File: config.mk
export PLATFORM = sky130hd
export DESIGN_NAME = motion_source_arbiter_flat
export DESIGN_NICKNAME = d
export VERILOG_FILES = /design/src/rtl/motion_source_arbiter_if.sv /design/src/rtl/motion_source_arbiter.sv /design/src/flat_wrapper.sv
export SDC_FILE = /design/constraint.sdc
export NUM_CORES = 1
export LEC_CHECK = 0
export BUFFER_PORTS_ARGS = -buffer_cell sky130_fd_sc_hd__buf_2
export CAP_MARGIN = 20
export CORE_ASPECT_RATIO = 1.25
export CORE_MARGIN = 8
export CORE_UTILIZATION = 63
export DETAILED_ROUTE_END_ITERATION = 8
export GPL_ROUTABILITY_DRIVEN = 1
export GPL_TIMING_DRIVEN = 0
export MAX_ROUTING_LAYER = met4
export PLACE_DENSITY = 0.86
export SYNTH_ARGS = -nofsm -noshare
export SYNTH_HDL_FRONTEND = slang
export SYNTH_SLANG_ARGS = --single-unit
File: constraint.sdc
create_clock -name btn_clk -period 6.4 [get_ports btn_clk]
set_clock_uncertainty 0.2 [all_clocks]
set_input_delay 0.32 -clock btn_clk [delete_from_list [all_inputs] [get_ports btn_clk]]
set_output_delay 0.32 -clock btn_clk [all_outputs]
set_load 0.03 [all_outputs]
File: src/rtl/motion_source_arbiter_if.sv
// Request/position bundle between the three motion sources and the sprite position arbiter.
interface motion_source_arbiter_if;
    logic [1:0] mode;
    logic       freeze;
    logic [3:0] req_btn;
    logic [3:0] req_acc;
    logic [3:0] req_js;
    logic [9:0] pos_c;
    logic [8:0] pos_r;
    logic [1:0] owner;
    logic       step_tick;
    logic       moving;

    modport master (
        output mode, freeze, req_btn, req_acc, req_js,
        input  pos_c, pos_r, owner, step_tick, moving
    );

    modport slave (
        input  mode, freeze, req_btn, req_acc, req_js,
        output pos_c, pos_r, owner, step_tick, moving
    );
endinterface

File: src/rtl/motion_source_arbiter.sv
// Sprite position controller: paces moves with a step tick and arbitrates the position
// register between buttons, accelerometer and joystick, clamping to the visible area.
module motion_source_arbiter #(
    parameter int unsigned TICK_DIV   = 10000,
    parameter int unsigned HOLD_TICKS = 64,
    parameter int unsigned SPR_W      = 128,
    parameter int unsigned SPR_H      = 128,
    parameter int unsigned SCR_W      = 640,
    parameter int unsigned SCR_H      = 480,
    parameter int unsigned INIT_C     = 320,
    parameter int unsigned INIT_R     = 240
) (
    input  logic                    btn_clk,
    input  logic                    arst_n,
    motion_source_arbiter_if.slave  bus
);

    localparam int unsigned CNT_W   = $clog2(TICK_DIV);
    localparam int unsigned HOLD_W  = (HOLD_TICKS > 1) ? $clog2(HOLD_TICKS) : 1;
    localparam int unsigned COL_MAX = SCR_W - 1 - SPR_W;
    localparam int unsigned ROW_MAX = SCR_H - 1 - SPR_H;

    localparam logic [1:0] SRC_NONE = 2'b00;
    localparam logic [1:0] SRC_BTN  = 2'b01;
    localparam logic [1:0] SRC_ACC  = 2'b10;
    localparam logic [1:0] SRC_JS   = 2'b11;

    typedef enum logic {S_IDLE, S_OWN} state_t;

    state_t              state_q, state_d;
    logic [CNT_W-1:0]    cnt_q, cnt_d;
    logic [HOLD_W-1:0]   hold_q, hold_d;
    logic [1:0]          mode_q, mode_d;
    logic [1:0]          owner_q, owner_d;
    logic [9:0]          pos_c_q, pos_c_d;
    logic [8:0]          pos_r_q, pos_r_d;
    logic                step_tick_q, step_tick_d;
    logic                moving_q, moving_d;
    logic [3:0]          step_req;
    logic [3:0]          own_req;

    // Request vector of a given source code; SRC_NONE yields no request.
    function automatic logic [3:0] sel_req(input logic [1:0] src, input logic [3:0] b,
                                           input logic [3:0] a, input logic [3:0] j);
        logic [3:0] r;
        case (src)
            SRC_BTN: r = b;
            SRC_ACC: r = a;
            SRC_JS:  r = j;
            default: r = 4'b0000;
        endcase
        return r;
    endfunction

    // Column step: bit1 = left, bit0 = right; opposing requests cancel, bounds saturate.
    function automatic logic [9:0] step_col(input logic [9:0] c, input logic [3:0] r);
        logic [9:0] n;
        n = c;
        if (r[1] && !r[0] && (c != 10'd0))
            n = c - 10'd1;
        else if (r[0] && !r[1] && (c < 10'(COL_MAX)))
            n = c + 10'd1;
        return n;
    endfunction

    // Row step: bit3 = up, bit2 = down.
    function automatic logic [8:0] step_row(input logic [8:0] rw, input logic [3:0] r);
        logic [8:0] n;
        n = rw;
        if (r[3] && !r[2] && (rw != 9'd0))
            n = rw - 9'd1;
        else if (r[2] && !r[3] && (rw < 9'(ROW_MAX)))
            n = rw + 9'd1;
        return n;
    endfunction

    always_comb begin
        cnt_d       = (cnt_q == CNT_W'(TICK_DIV - 1)) ? '0 : cnt_q + CNT_W'(1);
        step_tick_d = (cnt_q == CNT_W'(TICK_DIV - 1));
        mode_d      = bus.mode;
        state_d     = state_q;
        owner_d     = owner_q;
        hold_d      = hold_q;
        step_req    = 4'b0000;
        own_req     = sel_req(owner_q, bus.req_btn, bus.req_acc, bus.req_js);

        if (bus.mode != mode_q) begin
            // Mode switch wins over any tick; auto mode maps to owner none.
            state_d = S_IDLE;
            hold_d  = '0;
            owner_d = bus.mode;
        end else if (mode_q != SRC_NONE) begin
            state_d = S_IDLE;
            owner_d = mode_q;
            if (step_tick_q && !bus.freeze)
                step_req = sel_req(mode_q, bus.req_btn, bus.req_acc, bus.req_js);
        end else if (step_tick_q && !bus.freeze) begin
            case (state_q)
                S_IDLE: begin
                    // Fixed priority: buttons, then joystick, then accelerometer.
                    if (|bus.req_btn) begin
                        owner_d  = SRC_BTN;
                        step_req = bus.req_btn;
                    end else if (|bus.req_js) begin
                        owner_d  = SRC_JS;
                        step_req = bus.req_js;
                    end else if (|bus.req_acc) begin
                        owner_d  = SRC_ACC;
                        step_req = bus.req_acc;
                    end else begin
                        owner_d  = SRC_NONE;
                    end
                    if (owner_d != SRC_NONE) begin
                        state_d = S_OWN;
                        hold_d  = HOLD_W'(HOLD_TICKS - 1);
                    end
                end
                S_OWN: begin
                    if (|own_req) begin
                        step_req = own_req;
                        hold_d   = HOLD_W'(HOLD_TICKS - 1);
                    end else if (hold_q != '0) begin
                        hold_d   = hold_q - HOLD_W'(1);
                    end else begin
                        state_d  = S_IDLE;
                        owner_d  = SRC_NONE;
                    end
                end
            endcase
        end

        pos_c_d  = step_col(pos_c_q, step_req);
        pos_r_d  = step_row(pos_r_q, step_req);
        moving_d = (pos_c_d != pos_c_q) || (pos_r_d != pos_r_q);
    end

    always_ff @(posedge btn_clk or negedge arst_n) begin
        if (!arst_n) begin
            state_q     <= S_IDLE;
            cnt_q       <= '0;
            hold_q      <= '0;
            mode_q      <= SRC_NONE;
            owner_q     <= SRC_NONE;
            pos_c_q     <= 10'(INIT_C);
            pos_r_q     <= 9'(INIT_R);
            step_tick_q <= 1'b0;
            moving_q    <= 1'b0;
        end else begin
            state_q     <= state_d;
            cnt_q       <= cnt_d;
            hold_q      <= hold_d;
            mode_q      <= mode_d;
            owner_q     <= owner_d;
            pos_c_q     <= pos_c_d;
            pos_r_q     <= pos_r_d;
            step_tick_q <= step_tick_d;
            moving_q    <= moving_d;
        end
    end

    assign bus.pos_c     = pos_c_q;
    assign bus.pos_r     = pos_r_q;
    assign bus.owner     = owner_q;
    assign bus.step_tick = step_tick_q;
    assign bus.moving    = moving_q;

endmodule
File: src/flat_wrapper.sv
// flat-port wrapper written by rule: the top's interface ports become plain ports
module motion_source_arbiter_flat 
#(
    parameter int unsigned TICK_DIV   = 10000,
    parameter int unsigned HOLD_TICKS = 64,
    parameter int unsigned SPR_W      = 128,
    parameter int unsigned SPR_H      = 128,
    parameter int unsigned SCR_W      = 640,
    parameter int unsigned SCR_H      = 480,
    parameter int unsigned INIT_C     = 320,
    parameter int unsigned INIT_R     = 240
)
  (btn_clk, arst_n, bus_mode, bus_freeze, bus_req_btn, bus_req_acc, bus_req_js, bus_pos_c, bus_pos_r, bus_owner, bus_step_tick, bus_moving);
  motion_source_arbiter_if bus_i ();
  input  logic btn_clk;
  input  logic arst_n;
  input wire logic [$bits(bus_i.mode)-1:0] bus_mode;
  input wire logic [$bits(bus_i.freeze)-1:0] bus_freeze;
  input wire logic [$bits(bus_i.req_btn)-1:0] bus_req_btn;
  input wire logic [$bits(bus_i.req_acc)-1:0] bus_req_acc;
  input wire logic [$bits(bus_i.req_js)-1:0] bus_req_js;
  output wire logic [$bits(bus_i.pos_c)-1:0] bus_pos_c;
  output wire logic [$bits(bus_i.pos_r)-1:0] bus_pos_r;
  output wire logic [$bits(bus_i.owner)-1:0] bus_owner;
  output wire logic [$bits(bus_i.step_tick)-1:0] bus_step_tick;
  output wire logic [$bits(bus_i.moving)-1:0] bus_moving;
  assign bus_i.mode = bus_mode;
  assign bus_i.freeze = bus_freeze;
  assign bus_i.req_btn = bus_req_btn;
  assign bus_i.req_acc = bus_req_acc;
  assign bus_i.req_js = bus_req_js;
  assign bus_pos_c = bus_i.pos_c;
  assign bus_pos_r = bus_i.pos_r;
  assign bus_owner = bus_i.owner;
  assign bus_step_tick = bus_i.step_tick;
  assign bus_moving = bus_i.moving;
  motion_source_arbiter #(.TICK_DIV(TICK_DIV), .HOLD_TICKS(HOLD_TICKS), .SPR_W(SPR_W), .SPR_H(SPR_H), .SCR_W(SCR_W), .SCR_H(SCR_H), .INIT_C(INIT_C), .INIT_R(INIT_R)) u_core (.btn_clk(btn_clk), .arst_n(arst_n), .bus(bus_i));
endmodule
==> results of run 1 <==
==> cell families after synthesis <==
kind of cell    share of synthesized area
buf+inv                            0.0363
fa+ha+maj                          0.0240
simple gates                        0.257
flops                               0.370
xor+xnor                           0.0699
compound gates                      0.200
mux                                0.0431
==> cell type report <==
class,count,area (sq um),area share
Sequential cell,46,1160,0.327
Buffer,10,65.1,0.0184
Tap cell,60,75.1,0.0212
Clock buffer,5,68.8,0.0194
Clock inverter,3,21.3,0.00600
Multi-Input combinational cell,265,1860,0.525
Timing Repair Buffer,43,245,0.0692
Inverter,13,48.8,0.0138
==> worst paths after layout <==
| check | startpoint | end | slack (ps) | cells past startpoint |
|---|---|---|---|---|
| min in group asynchronous | arst_n | u_core.bus.pos_c[7] | 290 | 2 |
| hold / removal | bus_freeze | u_core.state_q | 240 | 5 |
| setup reg to reg | u_core.bus.pos_c[4] | u_core.bus.pos_c[5] | 3620 | 7 |
| setup / recovery | bus_mode[0] | u_core.bus.pos_r[3] | 3620 | 8 |
| max in group asynchronous | arst_n | u_core.bus.pos_r[4] | 5140 | 3 |
| hold reg to reg | u_core.cnt_q[0] | u_core.cnt_q[0] | 290 | 1 |
==> flip-flops by register name, summed over array words and instances, names as in the netlist <==
name / count
u_core.bus.owner: 2
u_core.bus.pos_r: 9
u_core.bus.pos_c: 10
u_core.mode_q: 2
u_core.hold_q: 6
u_core.bus.step_tick: 1
u_core.state_q: 1
u_core.cnt_q: 14
u_core.bus.moving: 1
==> through the flow <==
step / instance area [sq um] / std cells
floorplan: 3130 / 334
global placement: 3400 / 433
detailed placement: 3400 / 433
CTS: 3510 / 443
global route: 3540 / 445
finish: 3540 / 445
==> cells in the mapped netlist (6+ instances only) <==
library cell | number | share of area
dfrtp_1 | 40 | 0.32
nor2_1 | 29 | 0.035
nand2_1 | 23 | 0.028
nand3_1 | 16 | 0.026
xnor2_1 | 15 | 0.042
inv_1 | 13 | 0.016
nor3_1 | 11 | 0.018
xor2_1 | 10 | 0.028
a311oi_1 | 9 | 0.025
mux2i_1 | 9 | 0.029
nand4_1 | 8 | 0.016
o21ai_0 | 8 | 0.013
a211oi_1 | 7 | 0.017
nor2b_1 | 7 | 0.014
nor4_1 | 7 | 0.014
a21oi_1 | 6 | 0.0096
dfstp_2 | 6 | 0.050
ha_1 | 6 | 0.024
==> metal layers <==
layer	global-route usage	part of all wire
met5	-	0
met4	0.0820	0.019
met3	0.0475	0.052
met2	0.344	0.50
met1	0.237	0.43
==> power by group through the flow <==
stage                     Sequential [mW]  Clock (mW)  Combinational, mW
after floorplan                     0.301           0             0.0297
after global placement              0.299           0             0.0537
after detailed placement            0.299           0             0.0554
after CTS                           0.293       0.188             0.0567
after global routing                0.293       0.199             0.0647
final                               0.293       0.184             0.0590
==> what timing repair did <==
item / CTS / global route
gates resized for setup: 0 / 0
hold endpoints to repair: 2 / 17
hold buffers: 2 / 1
==> worst register-to-register path, delay by kind of cell (launching register included) <==
family	cells	cell delay [ps]
DFF	1	380
AOI/OAI and AO/OA	3	520
muxes	1	230
and+or+nand+nor	2	1090
buffers and inverters	1	200
==> results.cfg, run 1 <==
[clock_network]
post_cts_buffers = 0
cts.sinks = 46
cts_buffers = 5
root_buffer = clkbuf_8
cts_max_path_buffers = 2
h-tree-depth = 2
clkLatencyLatePin_ps = 310
cts_tree = yes
clk_pin_slew_ps = 90

[layout]
fillers = 396
drive_above_1_share = 0.197
finish.utilization = 0.744
final_cell_mix = buf_2, dfrtp_1, nor2_1, nand2_1, nand3_1
area_delta_synth_final_pct = 13.1
antenna_cells = 0
nets = 407

[synth]
synth_warnings = 0
synth_edf_count = 0
yosys.cell_types.count = 65
syn_inst = 334
synthFlopType = dfrtp_1
yosysSeqAreaShare = 0.370
syn_avg_cell_area_sq_um = 9.38
syn_nets = 357
synthArstFlopShare = 1.00
netlist_area_sq_um = 3130
synth-seq-cells = 46

[critical_path]
cp_max_fo = 4
start_kind = input port
worstPathRequired_ps = 6430
critPathMaxStageDelay_ps = 590
crit_chain = dlygate4sd3_1 -> buf_2 -> xnor2_1 -> nand3_1 -> a2111oi_0 -> nand4_1 -> o22ai_1 -> xor2_1
crit_slowest_cell = a2111oi_0
critical_path_class = in -> reg
path_buf_inv = 2
crit_family = compound AO/OA/AOI/OAI gates
critical_path_arrival_ps = 2810
crit_path_end_kind = flop

[global_route]
antenna_found_initial = 0
grt_remaining_overflow = 0
grt_max_degree = 47
grt_pass1_vias = 2770
grt_pass1_wl_um = 12500
grt_usage = 0.208

[floorplan]
io-pin-count = 40
rows = 28
dieArea_sq_um = 7500
core_area_sq_um = 4760
die_w_um = 79.1
start_util = 0.658
die_h_um = 94.9

[timing]
finalHoldViolations = 0
rsz0062_at_grt = no
setup-tns-final_ps = 0
whs_ps = 237
setup_violations = 0
worst_slew_pin_slew_ps = 881
fin_crit_sh = 0.434
slew_viol_final = 0
period_needed_ps = 2780
setup_ws_ps = 3620
clock.fmax_mhz = 360
relSlewSlack = 0.397

[placed_design]
pre_cts_slack_ps = 3690
gp_congestion = 0.910
hpwl_um = 5370
io_buffers = 39

[route]
vias = 2828
avgViaCountPerCell = 6.36
postRouteAntennaNets = 0
firstDrtPassIters = 4
avgRoutedWirePerCell_um = 16.6
routed_wl_um = 7400
dr.first_iter.drc_count = 165
drc = 0

[pwr]
peakVddDrop_uv = 126
switching_share = 0.270
p_comb_frac = 0.110
leakage_nw = 1.48
power_mw = 0.536
p_switching_mw = 0.145
powerDensity_nw_per_um2 = 151
intPower_mw = 0.391
clockPowerShare = 0.343
seqPwrFrac = 0.547

[hold_path]
min_path_type = in -> reg

[job]
maxCapViolCount = 0

[run_status]
status = finished clean
(Power assumes the default switching activity.)
==> run 2: changes to the inputs <==
ABC_AREA = 1   (was default)
CORE_UTILIZATION = 53   (was 63)
PLACE_DENSITY = 0.76   (was 0.86)
clock period = 2.36 ns   (was 6.4 ns; I/O delays follow)
==> results.cfg, run 2 <==
[run_status]
status = finished with violations
violations = hold timing

[route]
routed_wl_um = 7990
m1WireLength_um = 3450
firstDrtPassIters = 5
wl_met2_um = 4110
postRouteAntennaNets = 0
dr.first_iter.drc_count = 176
vias = 3359
maxUsedRoutingLayer = met4
wl_met3_um = 348
drc = 0
avgRoutedWirePerCell_um = 12.8
avgViaCountPerCell = 5.40

[timing]
setup_ws_ps = 184
clock.fmax_mhz = 460
worst_slew_pin_slew_ps = 386
fin_crit_sh = 0.922
relSlewSlack = 0.740
period_needed_ps = 2180
rsz0062_at_grt = no
finalHoldViolations = 4
setup-tns-final_ps = 0
whs_ps = -10.9
slew_viol_final = 0
setup_violations = 0

[synth]
synth_edf_count = 0
synth_area_leaders = dfrtp_1, nand2_1, nand3_1
synthArstFlopShare = 1.00
syn_inst = 486
syn_avg_cell_area_sq_um = 6.94
synthTopCellsByCount = nand2_1, nand3_1, inv_1, nor2_1, dfrtp_1
syn_nets = 509
synthFlopType = dfrtp_1
yosys.cell_count.top_type = nand2_1
yosys.cell_types.count = 38
synth_warnings = 0
synth-seq-cells = 46
yosysSeqAreaShare = 0.343
yosysTopAreaCell = dfrtp_1
post-synth-top-area-fraction = 0.297
netlist_area_sq_um = 3370

[floorplan]
die_w_um = 87.4
io-pin-count = 40
core_area_sq_um = 6170
die_h_um = 105
start_util = 0.547
rows = 32
dieArea_sq_um = 9190

[pwr]
power_mw = 1.48
intPower_mw = 1.07
powerDensity_nw_per_um2 = 386
clockPowerShare = 0.353
leakage_nw = 1.94
peakVddDrop_uv = 286
seqPwrFrac = 0.538
switching_share = 0.279
p_comb_frac = 0.109
p_switching_mw = 0.412

[critical_path]
worstPathRequired_ps = 2350
critical_path_class = reg -> reg
cp_max_fo = 9
start_kind = flop
crit_path_end_kind = flop
critical_path_arrival_ps = 2170

[layout]
layout_commonest_cell = nand2_1
area_delta_synth_final_pct = 13.5
drive_above_1_share = 0.175
nets = 559
regMostFlops = u_core.cnt_q
antenna_cells = 0
largest_reg_flops = 14
multi_input_area_sq_um = 1940
final_cell_mix = nand2_1, nand3_1, inv_1, nor2_1, buf_2
fillers = 587
finish.utilization = 0.621
seqCellArea_sq_um = 1160

[global_route]
grt_remaining_overflow = 0
antenna_found_initial = 0
grt_max_degree = 47
grt_pass1_wl_um = 13500
grt_usage = 0.179
grt_pass1_vias = 3145

[clock_network]
clkLatencyLatePin_ps = 310
clk_pin_slew_ps = 90
cts.sinks = 46
cts_buffers = 5
cts_max_path_buffers = 2
cts_tree = yes
root_buffer = clkbuf_8
h-tree-depth = 2

[placed_design]
io_buffers = 39
pre_cts_slack_ps = 141
hpwl_um = 6100
gp_congestion = 0.920

[hold_path]
min_path_type = in -> async

[job]
maxCapViolCount = 0
## run 2: power by group through the flow
stage	Sequential, mW	Clock (mW)	Combinational, mW
final	0.795	0.522	0.161
after global routing	0.796	0.571	0.178
after CTS	0.795	0.539	0.156
after detailed placement	0.810	0	0.152
after global placement	0.810	0	0.150
after floorplan	0.816	0	0.0853
## run 2: cells by family (layout without fill, tap and decap cells)
kind of cell             after synthesis  count (layout)  share of synthesized area
AND/OR/NAND/NOR                      308             308                      0.439
buffers and inverters                 72             123                     0.0860
flip-flops                            46              46                      0.343
AO/OA/AOI/OAI                         38              38                     0.0619
XOR/XNOR                              16              16                     0.0471
adder cells (fa/ha/maj)                6               6                     0.0222
## run 2: routing by layer
layer  up-vias  track usage
met5         -            -
met4         0       0.0518
met3         9       0.0264
met2        82        0.316
met1      1584        0.202
li1       1684            -
## run 2: repair_timing
item                                    CTS  global route
endpoints found under the hold margin    42             0
setup buffers                             0             0
gates resized for setup                   0             2
endpoints found under the setup margin    0            12
hold buffers                              3             0
## run 2: worst paths after layout
check | startpoint | to | slack, ps | cells past startpoint
max | u_core.bus.pos_r[0] | u_core.bus.pos_r[0] | 180 | 10
min | arst_n | u_core.bus.pos_c[9] | -10 | 2
max reg2reg | u_core.bus.pos_r[0] | u_core.bus.pos_r[0] | 180 | 10
min reg2reg | u_core.cnt_q[0] | u_core.cnt_q[0] | 270 | 1
max in group asynchronous | arst_n | u_core.bus.pos_r[6] | 1440 | 3
min in group btn_clk | bus_freeze | u_core.state_q | 120 | 6
## run 2: stage by stage
step	std cells	area (sq um)
floorplan	486	3370
global placement	610	3680
detailed placement	610	3680
CTS	621	3800
global route	622	3830
finish	622	3830
## run 2: area by class of cell
| cell class | instances | share of cell area |
|---|---|---|
| multi-input cells | 368 | 0.505 |
| clock inverters | 3 | 0.00686 |
| clock buffers | 5 | 0.0180 |
| repair buffers | 43 | 0.0640 |
| flip-flops and latches | 46 | 0.302 |
| plain buffers | 5 | 0.00947 |
| well taps | 85 | 0.0278 |
| inverters | 67 | 0.0663 |
## run 2: critical path: stages, from the launching register on
cell and delay [ps]:
dfrtp_1 440, inv_1 140, ha_1 190, inv_1 70, nor4_2 270, nand2_1 110, nor2_1 200, nor2_4 90
nand2_4 120, nand2_2 80, xor2_1 140
==> run 3: changes to the inputs <==
ABC_AREA = default   (was 1)
PLACE_DENSITY = 0.77   (was 0.76)
==> results.cfg, run 3 (synthesis gave the netlist of run 1 again) <==
[clock_network]
cts_max_path_buffers = 2
clkLatencyLatePin_ps = 310
h-tree-depth = 2
root_buffer = clkbuf_8
cts_tree = yes
clk_pin_slew_ps = 100
cts.sinks = 46
cts_buffers = 5

[route]
maxUsedRoutingLayer = met4
dr.first_iter.drc_count = 133
wl_met3_um = 437
wl_met2_um = 4410
vias = 2990
avgViaCountPerCell = 6.38
avgRoutedWirePerCell_um = 18.6
m1WireLength_um = 3490
postRouteAntennaNets = 0
firstDrtPassIters = 4
drc = 0
routed_wl_um = 8720

[critical_path]
r2r_cells = 8
critical_path_arrival_ps = 2610
crit_path_start = u_core.mode_q[0]
crit_path_end_kind = flop
worstPathRequired_ps = 2410
rr_endpoint = u_core.bus.pos_r[7]
r2r_start = u_core.mode_q[0]
critical_path_class = reg -> reg
start_kind = flop
cp_max_fo = 10
rrSetupSlack_ps = -200

[placed_design]
pre_cts_slack_ps = -226
hpwl_um = 5590
placed_area_sq_um = 3460
gp_congestion = 0.859
io_buffers = 39

[timing]
setup_violations = 17
whs_ps = 7.67
fin_crit_sh = 1.08
slew_viol_final = 0
setup_ws_ps = -198
rsz0062_at_grt = yes
clock.fmax_mhz = 391
finalHoldViolations = 0
period_needed_ps = 2560
relSlewSlack = 0.463
worst_slew_pin_slew_ps = 799

[global_route]
grt_usage = 0.192
grt_pass1_vias = 2972
antenna_found_initial = 0
grt_pass1_wl_um = 13300
grt_remaining_overflow = 0
grt_max_degree = 47

[layout]
regMostFlops = u_core.cnt_q
drive_above_1_share = 0.350
final_cell_mix = buf_2, dfrtp_1, nor2_1, nand2_1, buf_4
final_area_sq_um = 4070
fillers = 436
antenna_cells = 0
largest_reg_flops = 14
nets = 425
area_delta_synth_final_pct = 29.8
finish.utilization = 0.709
layout_commonest_cell = buf_2

[floorplan]
start_util = 0.546
rows = 31
die_w_um = 84.8
io-pin-count = 40
core_area_sq_um = 5740
die_h_um = 102
dieArea_sq_um = 8650

[pwr]
clockPowerShare = 0.339
switching_share = 0.284
peakVddDrop_uv = 244
p_comb_frac = 0.133
intPower_mw = 1.08
seqPwrFrac = 0.528
powerDensity_nw_per_um2 = 370
leakage_nw = 1.63
p_switching_mw = 0.428

[hold_path]
min_path_type = in -> reg
worstHoldStart = bus_freeze
min_delay_worst_endpoint = u_core.state_q
whs_path_depth = 5

[job]
maxCapViolCount = 0

[run_status]
violations = setup timing
status = finished with violations
run 3: stage by stage:
| stage | power, mW | instances | setup TNS [ps] |
|---|---|---|---|
| final | 1.51 | 469 | -1810 |
| after global routing | 1.55 | 469 | -2960 |
| after CTS | 1.49 | 460 | -1280 |
| after detailed placement | 0.964 | 439 | -4360 |
| after global placement | 0.960 | 439 | -3170 |
| after floorplan | 0.899 | 334 | -854 |
run 3: worst max-delay path by stage:
stage	end	slack, ps
2_1_floorplan	u_core.bus.pos_r[7]	-170
3_3_place_gp	u_core.bus.pos_r[1]	-230
3_5_place_dp	u_core.bus.pos_c[4]	-230
4_1_cts	u_core.bus.pos_r[7]	-170
5_1_grt	u_core.bus.pos_r[7]	-280
6_report	u_core.bus.pos_r[7]	-200
run 3: final cells by class:
cell class                 count  area, sq um  area share
tap                           66         82.6      0.0203
sequential                    46         1160       0.286
inverter                      13         48.8      0.0120
clock buffer                   5         68.8      0.0169
multi-input combinational    265         2210       0.543
clock inverter                 3         21.3     0.00523
buffer                         7         57.6      0.0141
timing repair buffer          64          417       0.102
run 3: timing repair:
item                       4_1_cts  5_1_grt
hold buffers                     4        0
pin swaps                        5       16
buffers inserted                10       10
gates cloned                     0        0
resized for setup               25       36
setup endpoints to repair       26       28
hold endpoints to repair        44        0
run 3: layer usage:
| layer | vias up | GRT usage |
|---|---|---|
| met4 | 0 | 0.0852 |
| met2 | 121 | 0.336 |
| met3 | 33 | 0.0370 |
| li1 | 1407 | - |
| met1 | 1429 | 0.208 |
| met5 | - | - |
run 3: critical path, cell delays in order (launching register included):
cell and delay (ps):
dfrtp_1 390, buf_6 140, or3b_4 410, a221oi_4 250, a211oi_2 80, or4_4 500, buf_6 160, o32ai_4 200
xor2_1 160
run 3: power by group through the flow:
| stage | Combinational (mW) | Clock (mW) | Sequential (mW) |
|---|---|---|---|
| 2_1_floorplan | 0.0827 | 0 | 0.816 |
| 3_3_place_gp | 0.150 | 0 | 0.811 |
| 3_5_place_dp | 0.152 | 0 | 0.811 |
| 4_1_cts | 0.176 | 0.520 | 0.795 |
| 5_1_grt | 0.217 | 0.539 | 0.796 |
| 6_report | 0.201 | 0.511 | 0.795 |
